--- src/rtl/cacheline_adaptor_pkg.sv ---
// cacheline_adaptor_pkg: state encoding and size constants shared by the line/burst adaptor.
package cacheline_adaptor_pkg;
    localparam int LINE_WIDTH_DEF  = 256;
    localparam int BURST_WIDTH_DEF = 64;
    localparam int BEATS           = 4;
    localparam int BEAT_IDX_W      = 2;
    typedef enum logic [1:0] {IDLE, READ, WRITE, DONE} state_t;
endpackage

--- src/rtl/cacheline_adaptor.sv ---
// cacheline_adaptor: converts 256-bit cache line reads/writes into 4-beat 64-bit memory bursts.
// Optional watchdog enabled by defining CACHELINE_ADAPTOR_TIMEOUT_EN.
module cacheline_adaptor
    import cacheline_adaptor_pkg::*;
#(
    parameter int LINE_WIDTH     = LINE_WIDTH_DEF,
    parameter int BURST_WIDTH    = BURST_WIDTH_DEF,
    parameter int TIMEOUT_CYCLES = 1024
) (
    input  logic                   clk,
    input  logic                   rst,
    input  logic [LINE_WIDTH-1:0]  line_i,
    output logic [LINE_WIDTH-1:0]  line_o,
    input  logic [31:0]            address_i,
    input  logic                   read_i,
    input  logic                   write_i,
    output logic                   resp_o,
    input  logic [BURST_WIDTH-1:0] burst_i,
    output logic [BURST_WIDTH-1:0] burst_o,
    output logic [31:0]            address_o,
    output logic                   read_o,
    output logic                   write_o,
    input  logic                   resp_i,
    output logic                   error_o
);
    localparam logic [31:0] LINE_MASK = ~32'((LINE_WIDTH / 8) - 1);

    state_t                r_state;
    logic [BEAT_IDX_W-1:0] r_cnt;
    logic [LINE_WIDTH-1:0] r_buf;
    logic [31:0]           r_addr;
    logic                  r_read;
    logic                  r_write;
    logic                  r_resp;
    logic                  w_last;
    logic                  w_tmo;

    assign w_last = resp_i && r_cnt == BEAT_IDX_W'(BEATS - 1);

`ifdef CACHELINE_ADAPTOR_TIMEOUT_EN
    localparam int WD_W = $clog2(TIMEOUT_CYCLES + 1);
    logic [WD_W-1:0] r_wd;
    logic            r_err;

    assign w_tmo   = !resp_i && r_wd == WD_W'(TIMEOUT_CYCLES - 1);
    assign error_o = r_err;

    // Watchdog is zero on every entry to READ/WRITE because it is held clear outside them.
    always_ff @(posedge clk or posedge rst)
        if (rst) begin
            r_wd  <= '0;
            r_err <= 1'b0;
        end else begin
            r_wd  <= ((r_state == READ || r_state == WRITE) && !resp_i) ? r_wd + 1'b1 : '0;
            r_err <= (r_state == READ || r_state == WRITE) && w_tmo;
        end
`else
    assign w_tmo   = 1'b0;
    assign error_o = 1'b0;
`endif

    assign line_o    = r_buf;
    assign address_o = r_addr;
    assign read_o    = r_read;
    assign write_o   = r_write;
    assign resp_o    = r_resp;
    assign burst_o   = r_buf[r_cnt * BURST_WIDTH +: BURST_WIDTH];

    always_ff @(posedge clk or posedge rst)
        if (rst) begin
            r_state <= IDLE;
            r_cnt   <= '0;
            r_buf   <= '0;
            r_addr  <= '0;
            r_read  <= 1'b0;
            r_write <= 1'b0;
            r_resp  <= 1'b0;
        end else begin
            r_resp <= 1'b0;
            case (r_state)
                IDLE:
                    if (write_i) begin
                        r_state <= WRITE;
                        r_write <= 1'b1;
                        r_buf   <= line_i;
                        r_addr  <= address_i & LINE_MASK;
                        r_cnt   <= '0;
                    end else if (read_i) begin
                        r_state <= READ;
                        r_read  <= 1'b1;
                        r_addr  <= address_i & LINE_MASK;
                        r_cnt   <= '0;
                    end
                READ: begin
                    if (resp_i) begin
                        r_buf[r_cnt * BURST_WIDTH +: BURST_WIDTH] <= burst_i;
                        r_cnt <= r_cnt + 1'b1;
                    end
                    if (w_last || w_tmo) begin
                        r_state <= DONE;
                        r_read  <= 1'b0;
                        r_resp  <= 1'b1;
                    end
                end
                WRITE: begin
                    if (resp_i)
                        r_cnt <= r_cnt + 1'b1;
                    if (w_last || w_tmo) begin
                        r_state <= DONE;
                        r_write <= 1'b0;
                        r_resp  <= 1'b1;
                    end
                end
                DONE: r_state <= IDLE;
            endcase
        end
endmodule

--- config.mk ---
export PLATFORM = sky130hd
export DESIGN_NAME = cacheline_adaptor
export DESIGN_NICKNAME = d
export VERILOG_FILES = /design/src/rtl/cacheline_adaptor_pkg.sv /design/src/rtl/cacheline_adaptor.sv
export SDC_FILE = /design/constraint.sdc
export NUM_CORES = 1
export LEC_CHECK = 0
export BUFFER_PORTS_ARGS = -buffer_cell sky130_fd_sc_hd__buf_2
export CORE_AREA = 10 10 271 273
export CTS_BUF_LIST = sky130_fd_sc_hd__clkbuf_16
export DETAILED_ROUTE_END_ITERATION = 10
export DIE_AREA = 0 0 281 283
export SYNTH_ARGS = -nofsm -noshare
export SYNTH_HDL_FRONTEND = slang
export SYNTH_SLANG_ARGS = --single-unit
--- constraint.sdc ---
create_clock -name clk -period 23.2 [get_ports clk]
set_input_delay 0 -clock clk [delete_from_list [all_inputs] [get_ports clk]]
set_output_delay 0 -clock clk [all_outputs]
set_load 0.05 [all_outputs]
==> results.yml <==
outcome:
  run_status: "complete, no violations"
power_and_ir_drop:
  p_per_area_mw_per_mm2: 174.7
  cellLeakagePower_nw: 12.70
  fin_total_pwr_w: 0.004656
  pwr-share-comb_pct: 66.8
  seqPwrFrac_pct: 22.0
  intPower_w: 0.002062
  swShare_pct: 55.72
  p_sw_w: 0.002594
  peakVddDrop_uv: 133.9
  p_clk_share_pct: 11.2
timing:
  finalSetupViolations: 0
  timing.fmax_mhz: 219.7
  period_share_pct: 19.62
  layout_setup_ws_ps: 18650
  hold_viol_final: 0
  post-route-min-period_ps: 4552
  rsz0062_at_grt: "false"
  worstMarginPinSlew_ps: 1202
  fin_skew_ps: 11.40
  fin_tns_setup_ps: 0
  relSlewSlack_pct: 19.87
  drv_slew: 0
clocking:
  cts_max_level: 2
  root_buffer: "clkbuf_16"
  max-clock-path-buffers: 3
  insertion_delay_ps: 530
  tritoncts: "yes"
  cts_buffers: 35
  hold_buffers: 496
  cts_resized: 0
  clock_sinks: 290
  clkTransAtPathRegs_ps: 60
  cts_setup_buffers: 0
critical_path:
  crit_arrival_ps: 5020
  critPathSlowestCell: "dfrtp_4"
  crit_path_max_fanout: 65
  crit_family: "buffers and inverters"
  cp-start-kind: "flip-flop"
  worst_r2r_startpoint: "r_cnt[0]"
  slowest_delay_ps: 960
  crit_chain: "inv_1, ha_1, and3b_4, buf_4, a32o_1, dlygate4sd3_1, mux2_2"
  r2r_slack_ps: 18650
  worstSetupPathType: "reg -> reg"
  ff2ff_path_depth: 7
  cp.required_ps: 23670
  rr_endpoint: "line_o[242]"
  critPathBufInv: 3
  crit_path_end_kind: "flip-flop"
synthesis:
  syn_avg_cell_area_um2: 13.45
  yosys_register_bits: 290
  ys_seq_area_share_pct: 43.75
  synth_warnings: 0
  syn_area_mm2: 0.01659
  netlist_instances: 1233
  synth_cell_types: 34
placed_design:
  dpl.hpwl_um: 52930
  place.gp.congestion: 0.8677
  dp_cells: 2694
  portBuffers: 701
  dpl_worst_slack_ps: 19320
routing:
  wl_per_cell_um: 25.04
  first_pass_iters: 5
  final_antenna_net_count: 0
  vias: 17230
  wl_um: 81690
  viasPerCell: 5.281
  first_iter_violations: 1197
  drc: 0
grt:
  grtUsageTotal_pct: 19.76
  grt_max_degree: 107
  grt_pass1_wl_um: 122800
  grt_pass1_vias: 19740
  antenna_found_initial: 13
  grt-ovfl-total: 0
floorplanning:
  initial_core_util_pct: 24.35
  die_height_um: 283
  core_mm2: 0.06811
  ioPinCount: 713
  die_area_mm2: 0.07952
  dieWidth_um: 281
  row_count: 96
worst_hold_path:
  hp-class: "in -> reg"
  hold_depth: 4
  whs_endpoint: "line_o[139]"
  min_from: "line_i[139]"
cells_and_area:
  drive_gt1_share_pct: 43.73
  layout_common_cells: "buf_2, dlygate4sd3_1, dfrtp_1"
  finalNonFillerCells: 3262
  area_growth_pct: 60.67
  num-nets-final: 2711
  postLayoutCoreUtil_pct: 39.13
  final_common_cell: "buf_2"
job:
  maxCapViolCount: 0
worst max path at each step:
| stage | startpoint | endpoint | slack (ps) | depth (start not counted) |
|---|---|---|---|---|
| 2_1_floorplan | rst | address_o[10] | 15190 | 1 |
| 3_3_place_gp | r_cnt[1] | line_o[61] | 19380 | 6 |
| 3_5_place_dp | r_cnt[1] | line_o[61] | 19320 | 6 |
| 4_1_cts | r_cnt[1] | line_o[56] | 18730 | 7 |
| 5_1_grt | r_cnt[0] | line_o[242] | 18440 | 7 |
| 6_report | r_cnt[0] | line_o[242] | 18650 | 7 |
cells in the mapped netlist:
| cell | instances | area, um2 |
|---|---|---|
| mux2_1 | 98 | 1104 |
| clkbuf_2 | 1 | 5.000 |
| a221oi_1 | 1 | 8.760 |
| a21oi_1 | 3 | 15.01 |
| mux2i_1 | 1 | 10.01 |
| dfrtp_1 | 290 | 7257 |
| ha_1 | 9 | 112.6 |
| nand3_1 | 2 | 10.01 |
| mux4_2 | 64 | 1441 |
| a41o_1 | 128 | 1281 |
| o22ai_1 | 2 | 12.51 |
| o21ai_2 | 1 | 8.760 |
| nand2b_1 | 4 | 25.02 |
| a22o_1 | 2 | 17.52 |
| conb_1 | 1 | 3.750 |
| and2_1 | 1 | 6.260 |
| buf_1 | 3 | 11.26 |
| nor2b_1 | 135 | 844.6 |
| buf_6 | 27 | 304.0 |
| mux2i_4 | 1 | 22.52 |
| nor2_1 | 1 | 3.750 |
| mux2_2 | 185 | 2083 |
| nor3b_1 | 1 | 7.510 |
| buf_2 | 52 | 260.3 |
| clkbuf_1 | 57 | 214.0 |
| inv_1 | 7 | 26.28 |
| nand2_1 | 6 | 22.52 |
| and3b_1 | 1 | 8.760 |
| and3_1 | 1 | 6.260 |
| buf_4 | 9 | 67.56 |
| a32o_1 | 128 | 1281 |
| a311oi_1 | 1 | 8.760 |
| a21oi_4 | 4 | 65.06 |
| o21ai_0 | 6 | 30.03 |
worst reg2reg max path, cell delays in order (launching register included):
cell and delay, ps:
dfrtp_4 960, inv_1 260, ha_1 340, and3b_4 960, buf_4 880, a32o_1 370, dlygate4sd3_1 570, mux2_2 140
final cells by class:
class,count,area (um2)
Timing Repair Buffer,1219,8638
Clock buffer,37,925.9
Inverter,7,36.28
Clock inverter,24,125.1
Sequential cell,290,7264
Fill cell,6380,41460
Multi-Input combinational cell,792,8528
Antenna cell,11,27.53
Tap cell,882,1104
cells by family after synthesis:
family / count (synthesis) / synth area share (%)
multiplexers: 349 / 28.10
flip-flops: 290 / 43.75
AO/OA/AOI/OAI: 276 / 16.45
buffers and inverters: 156 / 5.356
AND/OR/NAND/NOR: 152 / 5.635
adder cells (fa/ha/maj): 9 / 0.6789
other: 1 / 0.02261
power groups by stage:
stage               registers (W)  clock network (W)  logic [W]
floorplan                 0.00177                  0    0.00137
global placement          0.00100                  0    0.00286
detailed placement        0.00102                  0    0.00290
CTS                       0.00101           0.000535    0.00309
global route              0.00105           0.000556    0.00323
finish                    0.00103           0.000521    0.00311
through the flow:
stage          hold WS (ps)  cell area (um2)
2_1_floorplan         150.6            16600
3_3_place_gp          210.1            20610
3_5_place_dp          218.2            20610
4_1_cts               30.37            26620
5_1_grt               59.97            26650
6_report              76.19            26650
flip-flops by register name, indices dropped and copies added, names as in the netlist:
name / cells
resp_o: 1
r_cnt: 2
read_o: 1
address_o: 27
line_o: 256
write_o: 1
r_state: 2
routing by layer:
metal,up-vias,GRT usage [%],wire length (um)
met5,-,0,25
met4,4,10.31,4058
met3,270,5.845,8109
met2,1171,34.37,40820
met1,8659,21.36,28680
li1,7123,-,-
(Power assumes the default switching activity.)
